===== src/rtl/hex_ascii_pkg.sv =====
// rtl/hex_ascii_pkg.sv - ASCII constants, encoder offsets and parser state type
package hex_ascii_pkg;

  localparam logic [6:0] ASCII_0     = 7'h30;
  localparam logic [6:0] ASCII_9     = 7'h39;
  localparam logic [6:0] ASCII_UA    = 7'h41;
  localparam logic [6:0] ASCII_UF    = 7'h46;
  localparam logic [6:0] ASCII_LA    = 7'h61;
  localparam logic [6:0] ASCII_LOWF  = 7'h66;
  localparam logic [6:0] ASCII_SPACE = 7'h20;
  localparam logic [6:0] ASCII_LF    = 7'h0A;
  localparam logic [6:0] ASCII_CR    = 7'h0D;
  localparam logic [6:0] ASCII_COMMA = 7'h2C;

  // Offsets shared with the hex-to-ASCII encoders: char = nibble + offset.
  localparam logic [6:0] OFS_NUM   = 7'h30;
  localparam logic [6:0] OFS_UPPER = 7'h37;
  localparam logic [6:0] OFS_LOWER = 7'h57;

  typedef enum logic [2:0] {
    ST_IDLE,
    ST_ACCUM,
    ST_OUT,
    ST_ERR,
    ST_SKIP
  } parser_state_t;

  function automatic logic is_delim_char(input logic [6:0] c);
    return (c == ASCII_SPACE) || (c == ASCII_LF) || (c == ASCII_CR) || (c == ASCII_COMMA);
  endfunction

endpackage


===== src/rtl/ascii2nibble.sv =====
// rtl/ascii2nibble.sv - combinational ASCII hex character classifier and nibble decoder
module ascii2nibble
  import hex_ascii_pkg::*;
(
  input  logic [6:0] in_char,
  output logic [3:0] nib,
  output logic       is_digit,
  output logic       is_delim
);

  logic w_num;
  logic w_upper;
  logic w_lower;

  assign w_num   = (in_char >= ASCII_0)  && (in_char <= ASCII_9);
  assign w_upper = (in_char >= ASCII_UA) && (in_char <= ASCII_UF);
  assign w_lower = (in_char >= ASCII_LA) && (in_char <= ASCII_LOWF);

  always_comb begin
    nib = 4'h0;
    if (w_num) begin
      nib = 4'(in_char - OFS_NUM);
    end else if (w_upper) begin
      nib = 4'(in_char - OFS_UPPER);
    end else if (w_lower) begin
      nib = 4'(in_char - OFS_LOWER);
    end
  end

  assign is_digit = w_num || w_upper || w_lower;
  assign is_delim = is_delim_char(in_char);

endmodule


===== src/rtl/ascii_hex_parser.sv =====
// rtl/ascii_hex_parser.sv - streaming ASCII hex to binary word parser with error words
module ascii_hex_parser
  import hex_ascii_pkg::*;
#(
  parameter int DIGITS = 4
) (
  input  logic                  clk,
  input  logic                  rst,
  input  logic                  in_valid,
  output logic                  in_ready,
  input  logic [6:0]            in_char,
  output logic                  out_valid,
  input  logic                  out_ready,
  output logic [4*DIGITS-1:0]   out_word,
  output logic                  out_err
);

  localparam int W  = 4 * DIGITS;
  localparam int CW = $clog2(DIGITS + 1);
  localparam logic [CW-1:0] CNT_FULL = CW'(DIGITS);

  parser_state_t r_state;
  parser_state_t w_state_nxt;
  logic [W-1:0]  r_acc;
  logic [W-1:0]  w_acc_nxt;
  logic [CW-1:0] r_cnt;
  logic [CW-1:0] w_cnt_nxt;
  logic [CW-1:0] w_cnt_inc;
  logic [3:0]    w_nib;
  logic          w_is_digit;
  logic          w_is_delim;
  logic          w_in_fire;
  logic          w_out_fire;

  ascii2nibble u_ascii2nibble (
    .in_char  (in_char),
    .nib      (w_nib),
    .is_digit (w_is_digit),
    .is_delim (w_is_delim)
  );

  // Handshake outputs decode straight from the state register.
  assign in_ready  = (r_state == ST_IDLE) || (r_state == ST_ACCUM) || (r_state == ST_SKIP);
  assign out_valid = (r_state == ST_OUT) || (r_state == ST_ERR);
  assign out_err   = (r_state == ST_ERR);
  assign out_word  = (r_state == ST_OUT) ? r_acc : '0;

  assign w_in_fire  = in_valid && in_ready;
  assign w_out_fire = out_valid && out_ready;
  assign w_cnt_inc  = r_cnt + CW'(1);

  always_ff @(posedge clk) begin
    if (rst) begin
      r_state <= ST_IDLE;
      r_acc   <= '0;
      r_cnt   <= '0;
    end else begin
      r_state <= w_state_nxt;
      r_acc   <= w_acc_nxt;
      r_cnt   <= w_cnt_nxt;
    end
  end

  always_comb begin
    w_state_nxt = r_state;
    w_acc_nxt   = r_acc;
    w_cnt_nxt   = r_cnt;
    case (r_state)
      ST_IDLE: begin
        if (w_in_fire) begin
          if (w_is_digit) begin
            w_acc_nxt   = W'(w_nib);
            w_cnt_nxt   = CW'(1);
            w_state_nxt = (DIGITS == 1) ? ST_OUT : ST_ACCUM;
          end else if (!w_is_delim) begin
            w_state_nxt = ST_ERR;
          end
        end
      end
      ST_ACCUM: begin
        if (w_in_fire) begin
          if (w_is_digit) begin
            w_acc_nxt = (r_acc << 4) | W'(w_nib);
            w_cnt_nxt = w_cnt_inc;
            if (w_cnt_inc == CNT_FULL) begin
              w_state_nxt = ST_OUT;
            end
          end else if (w_is_delim) begin
            w_state_nxt = ST_OUT;
          end else begin
            w_acc_nxt   = '0;
            w_cnt_nxt   = '0;
            w_state_nxt = ST_ERR;
          end
        end
      end
      ST_OUT: begin
        if (w_out_fire) begin
          w_acc_nxt   = '0;
          w_cnt_nxt   = '0;
          w_state_nxt = ST_IDLE;
        end
      end
      ST_ERR: begin
        if (w_out_fire) begin
          w_state_nxt = ST_SKIP;
        end
      end
      // Drop the rest of a bad token; only a delimiter resynchronises.
      ST_SKIP: begin
        if (w_in_fire && w_is_delim) begin
          w_state_nxt = ST_IDLE;
        end
      end
      default: begin
        w_state_nxt = ST_IDLE;
        w_acc_nxt   = '0;
        w_cnt_nxt   = '0;
      end
    endcase
  end

endmodule


===== config.mk =====
export PLATFORM = sky130hd
export DESIGN_NAME = ascii_hex_parser
export DESIGN_NICKNAME = d
export VERILOG_FILES = /design/src/rtl/hex_ascii_pkg.sv /design/src/rtl/ascii2nibble.sv /design/src/rtl/ascii_hex_parser.sv
export SDC_FILE = /design/constraint.sdc
export NUM_CORES = 1
export LEC_CHECK = 0
export CAP_MARGIN = 20
export CORE_MARGIN = 4
export CORE_UTILIZATION = 35
export CTS_CLUSTER_SIZE = 20
export DETAILED_ROUTE_END_ITERATION = 12
export GPL_TIMING_DRIVEN = 0
export PLACE_DENSITY_LB_ADDON = 0.2
export SLEW_MARGIN = 15
export SYNTH_ARGS = -nofsm -noshare
export SYNTH_HDL_FRONTEND = slang
export SYNTH_SLANG_ARGS = --single-unit
export TNS_END_PERCENT = 5

===== constraint.sdc =====
create_clock -name clk -period 4.61 [get_ports clk]
set_input_delay 0.461 -clock clk [delete_from_list [all_inputs] [get_ports clk]]
set_output_delay 0.461 -clock clk [all_outputs]
set_load 0.005 [all_outputs]

Word level (Yosys, flattened, before mapping). Index checks and enable logic that the tools add are counted.

Bitwise logic cells: 2. Divide/modulo/power cells: 0. Reductions and logical operators: 18. Multiplexer cells: 28. Order comparisons: 6. Add/subtract/negate cells: 4. Equal/unequal tests: 18. $mul: 0. Shifts and indexed selects: 0.

Operator list (count): 2-to-1 mux 16 bit (7); case mux 16 bit (4 select lines) (1); 2-to-1 mux 3 bit (14); OR 16 x 4 -> 16 bit (1); case mux 3 bit (5 select lines) (1); == test 7 x 4 -> 1 bit (second input constant) (2); == test 7 x 6 -> 1 bit (second input constant) (2); greater-or-equal comparator 7 bit (second input constant) (2); less-or-equal comparator 7 bit (second input constant) (2); 2-to-1 mux 4 bit (3); case mux 3 bit (4 select lines) (1); logical OR 1 bit (8); subtractor 4 x 3 -> 4 bit (second input constant) (2); greater-or-equal comparator 7 x 6 -> 1 bit (second input constant) (1); less-or-equal comparator 7 x 6 -> 1 bit (second input constant) (1); AND reduction 7 bit (1); == test 3 x 2 -> 1 bit (second input constant) (2); == test 3 bit (second input constant) (2); logical AND 1 bit (6); inequality test 2 x 1 -> 1 bit (second input constant) (3); inequality test 2 bit (second input constant) (3); inequality test 3 x 2 -> 1 bit (second input constant) (2); AND reduction 6 bit (1); subtractor 4 x 1 -> 4 bit (second input constant) (1); 7 further kinds (7).

Memories kept: 0. Input bits: 11. Word-level logic and storage cells: 79. Flip-flop bits (word level): 22. Output and inout bits: 19. Bits in read-only memories: 0. Latch bits: 0. RAM bits: 0.

Depth between registers and ports, before layout.
Depth after elaboration: 9. Depth in mapped cells: 8. Gate-level depth less buffers: 7.

Hierarchy. From an unflattened synthesis, not the netlist that was laid out.

Cells, all modules: 184. Area, all modules: 1541.5 um2.

Modules (own cells, without submodules): ascii_hex_parser (sequential area each 440.4 um2, cells an instance 149, area each 1281.2 um2, times used 1); ascii2nibble (sequential area each 0.0 um2, cells an instance 35, area each 260.2 um2, times used 1).

Least setup slack after synthesis. No wires, ideal clock.

Path type: input to register. Start: input in_char[1]. End: register r_acc[10]. Stages: 8. Path buffers: 1. Slack: 2.569 ns. Data arrival time: 1.984 ns. Data required time: 4.553 ns. Cells stage by stage: inv_1 ha_1 o21ba_2 a211oi_4 or2_4 o31ai_4 buf_6 a22o_2.

Cells in the longest elaborated chain, start to end: 7. Elaborated cells between the ends (all ways): 24. Those cells by class: order compare (6); eq/ne (6); mux (3); reduce/logical (9).

RTL lines: start: declaration (RTL line ascii_hex_parser.sv:11) `input logic [6:0] in_char,`; greater-or-equal comparator 7 x 6 -> 1 bit (tied with other cells) (RTL line ascii2nibble.sv:15) `assign w_num = (in_char >= ASCII_0) && (in_char <= ASCII_9);`; logical AND 1 bit, on equally long branches (RTL line ascii2nibble.sv:15, ascii2nibble.sv:16); logical OR 1 bit (2 in a row) (RTL line ascii2nibble.sv:30) `assign is_digit = w_num || w_upper || w_lower;`; 2-to-1 mux 16 bit (RTL line ascii_hex_parser.sv:82) `if (w_is_digit) begin`; 2-to-1 mux 16 bit (RTL line ascii_hex_parser.sv:81) `if (w_in_fire) begin`; case mux 16 bit (4 select lines) (RTL line ascii_hex_parser.sv:68) `case (r_state)`; end signal: assignment (RTL line ascii_hex_parser.sv:59) `r_acc <= w_acc_nxt;`; end: declaration (RTL line ascii_hex_parser.sv:24) `logic [W-1:0] r_acc;`.

Parallel ways exist; a longest one is shown, timed or not. The select of a mux whose other input is x is not followed. A chain may end at the register's enable or synchronous reset.

Worst setup path in the final report.
Start: input in_char[1]. End: register r_acc[15].

The elaborated chain is that of the path after synthesis.

==> impl_metrics.env <==
export IMPL_status="finished, final reports clean"
export IMPL_grt_pass1_vias=1119
export IMPL_grt_total_usage_pct=12.49
export IMPL_synthesis_nets=161
export IMPL_final_max_slew_violation_count=0
export IMPL_setup_violations=0
export IMPL_grt_max_degree=14
export IMPL_async_flop_share_pct=0
export IMPL_drc=0
export IMPL_cts_hold_buf=0
export IMPL_cp_arrival_ns=2.95
export IMPL_slew_headroom_pct=68.09
export IMPL_cts_resized=0
export IMPL_netlist_instances=144
export IMPL_crit_family="buffers and inverters"
export IMPL_start_kind="primary input"
export IMPL_dieArea_sq_um=4975
export IMPL_required_ns=4.82
export IMPL_cp_end_kind="flip-flop"
export IMPL_initial_utilization_pct=36.84
export IMPL_finalSetupTns_ns=0
export IMPL_clockBufferDepth=2
export IMPL_ff2ff_path_depth=6
export IMPL_grt_pass1_wl_microns=5147
export IMPL_nets=193
export IMPL_rsz0062_at_grt="no"
export IMPL_post_cts_setup_buffer_count=0
export IMPL_drive_gt1_share_pct=19.43
export IMPL_io_buffer_count=27
export IMPL_criticalPathCategory="in2reg"
export IMPL_clock_latency_ns=0.26
export IMPL_grt_overflow=0
export IMPL_cts_root_buf="clkbuf_8"
export IMPL_synth_top_cells_by_area="dfxtp_1 (32%), a22o_2 (8.8%), and3_1 (7.8%), ha_1 (5.5%), buf_6 (3.3%)"
export IMPL_crit_chain="clkdlybuf4s50_1 > inv_1 > ha_1 > o21ba_2 > a211oi_4 > or2_4 > o31ai_4 > buf_6 > a22o_2"
export IMPL_finalHoldViolations=0
export IMPL_yosysTopAreaCellShare_pct=32.18
export IMPL_leakage_nw=0.7307
export IMPL_htree_num_levels=1
export IMPL_place_area_sq_um=1699
export IMPL_fin_crit_sh_pct=59.56
export IMPL_core_area_sq_um=3716
export IMPL_drtIter0Drc=78
export IMPL_synth_edf_count=0
export IMPL_seq_area_frac_synth_pct=32.18
export IMPL_antenna_found_initial=0
export IMPL_vias_per_cell=5.341
export IMPL_worstHoldPathCells=1
export IMPL_diodes=0
export IMPL_synth_seq_cells=22
export IMPL_synth_top_cell_by_area="dfxtp_1"
export IMPL_rows=22
export IMPL_firstDrtPassIters=5
export IMPL_globalplace_congestion=0.9152
export IMPL_yosysWarnings=0
export IMPL_dp_hpwl_microns=2470
export IMPL_crit_cells=9
export IMPL_clkSinkCount=22
export IMPL_die_x_microns=70.54
export IMPL_powerDensity_nw_per_um2=269.6
export IMPL_synth_distinct_cells=45
export IMPL_cts_tree="built"
export IMPL_slowest_stage="clkdlybuf4s50_1"
export IMPL_crit_buf_inv=3
export IMPL_critPathMaxStageDelay_ns=0.66
export IMPL_syn_avg_cell_area_sq_um=9.506
export IMPL_fmax_ghz=0.3642
export IMPL_dp_cells=219
export IMPL_die_y_microns=70.54
export IMPL_syn_area_sq_um=1369
export IMPL_cts_buffers=3
export IMPL_area_growth_pct=29.34
export IMPL_tightest_slew_ns=0.4749
export IMPL_synthFlopType="dfxtp_1"
export IMPL_final_antenna_net_count=0
export IMPL_fin_crit_ns=2.746
export IMPL_final_cell_area_sq_um=1770
export IMPL_fin_worst_skew_ns=0.002726
export IMPL_wl_per_cell_microns=14.06
export IMPL_drt_wl_total_microns=3136
export IMPL_ir_drop_mv=0.1087
export IMPL_hold_path_class="reg2reg"
export IMPL_utilization_pct=47.64
export IMPL_fin_cells=223
export IMPL_crit_fanout=10
export IMPL_num_vias=1191
export IMPL_max_cap_viol_count=0
export IMPL_ios=30
export IMPL_cts_clk_slew_worst_paths_ns=0.08
==> cell usage in the layout, fill, tap and decap left out, drive strengths merged, types with 2 or more instances in the layout <==
master	Yosys	final
clkdlybuf4s50	0	27
and2	2	2
nand2b	2	2
nor3	4	4
nand3b	2	2
ha	6	6
nor2	6	6
a31oi	2	2
a211o	2	2
o21ai	4	4
and3	17	17
a21oi	5	5
buf	5	5
mux2	2	2
inv	9	9
a22o	17	17
nand2	5	5
dfxtp	22	22
nand3	2	2
clkbuf	5	8
a211oi	3	3
nor4	2	2
o41ai	2	2
o211ai	2	2
==> per-stage QoR <==
stage	total power, W	setup WS, ns	hold WS (ns)
6_report	0.0004773	1.864	0.4760
5_1_grt	0.0004984	1.744	0.4941
4_1_cts	0.0004820	1.848	0.4781
3_5_place_dp	0.0003043	1.564	0.4541
3_3_place_gp	0.0003029	1.635	0.4528
2_1_floorplan	0.0002706	2.569	0.4402
==> sequential cells by signal, indices dropped and copies added (netlist names) <==
| name | cells |
|---|---|
| r_cnt | 3 |
| r_state | 3 |
| r_acc | 16 |
==> metal layers <==
layer | GRT usage, % | vias to the layer above | share of wire [%]
met5 | 0 | - | 0
met4 | 5.010 | 0 | 0.92
met3 | 1.136 | 2 | 5.2
met2 | 20.37 | 41 | 47
met1 | 17.01 | 544 | 47
li1 | - | 604 | -
==> report_power, final <==
group | switching, W | total [W] | internal [W]
Sequential | 0.00000330 | 0.000197 | 0.000194
Clock | 0.0000616 | 0.000177 | 0.000116
Combinational | 0.0000608 | 0.000102 | 0.0000417
Total | 0.000126 | 0.000477 | 0.000352
==> layout make-up <==
cell class	count	area [sq um]
Fill cell	370	1946
Buffer	10	68.82
Inverter	9	33.78
Clock inverter	1	30.03
Tap cell	48	60.06
Sequential cell	22	440.4
Clock buffer	3	41.29
Multi-Input combinational cell	103	825.8
Timing Repair Buffer	27	270.3
==> path summary, 6_finish.rpt <==
check | to | slack [ns] | startpoint
min | r_cnt[2] | 0.48 | r_cnt[2]
max | r_acc[15] | 1.86 | in_char[1]
max reg2reg | r_acc[15] | 2.90 | r_state[2]
min reg2reg | r_cnt[2] | 0.48 | r_cnt[2]
==> kinds of logic after synthesis <==
logic type	Yosys count	synth area share [%]
AND/OR/NAND/NOR	48	23.49
XOR/XNOR	1	0.6400
buffers and inverters	19	7.495
multiplexers	3	2.377
flip-flops	22	32.18
AO/OA/AOI/OAI	45	28.34
adder cells (fa/ha/maj)	6	5.484
==> cells in the mapped netlist (2+ instances only) <==
cell type / number
a21oi_1: 5
a22o_2: 12
a211o_1: 2
nor2_1: 5
buf_6: 4
nor3_1: 3
clkbuf_1: 5
a211oi_1: 2
nand2_1: 5
a22o_1: 5
dfxtp_1: 22
nand3b_1: 2
o41ai_1: 2
o211ai_1: 2
a31oi_1: 2
nand2b_1: 2
mux2_2: 2
nor4_4: 2
o21ai_0: 4
and3_1: 17
nand3_1: 2
ha_1: 6
inv_1: 9
==> worst register-to-register path, cell delays in order, from the launching register on <==
cell,delay (ns)
dfxtp_1,0.30
clkbuf_1,0.17
nor2_1,0.20
o211ai_1,0.21
o31ai_4,0.43
buf_6,0.21
a22o_2,0.13
Note: power is estimated with default switching activity, not from simulation.
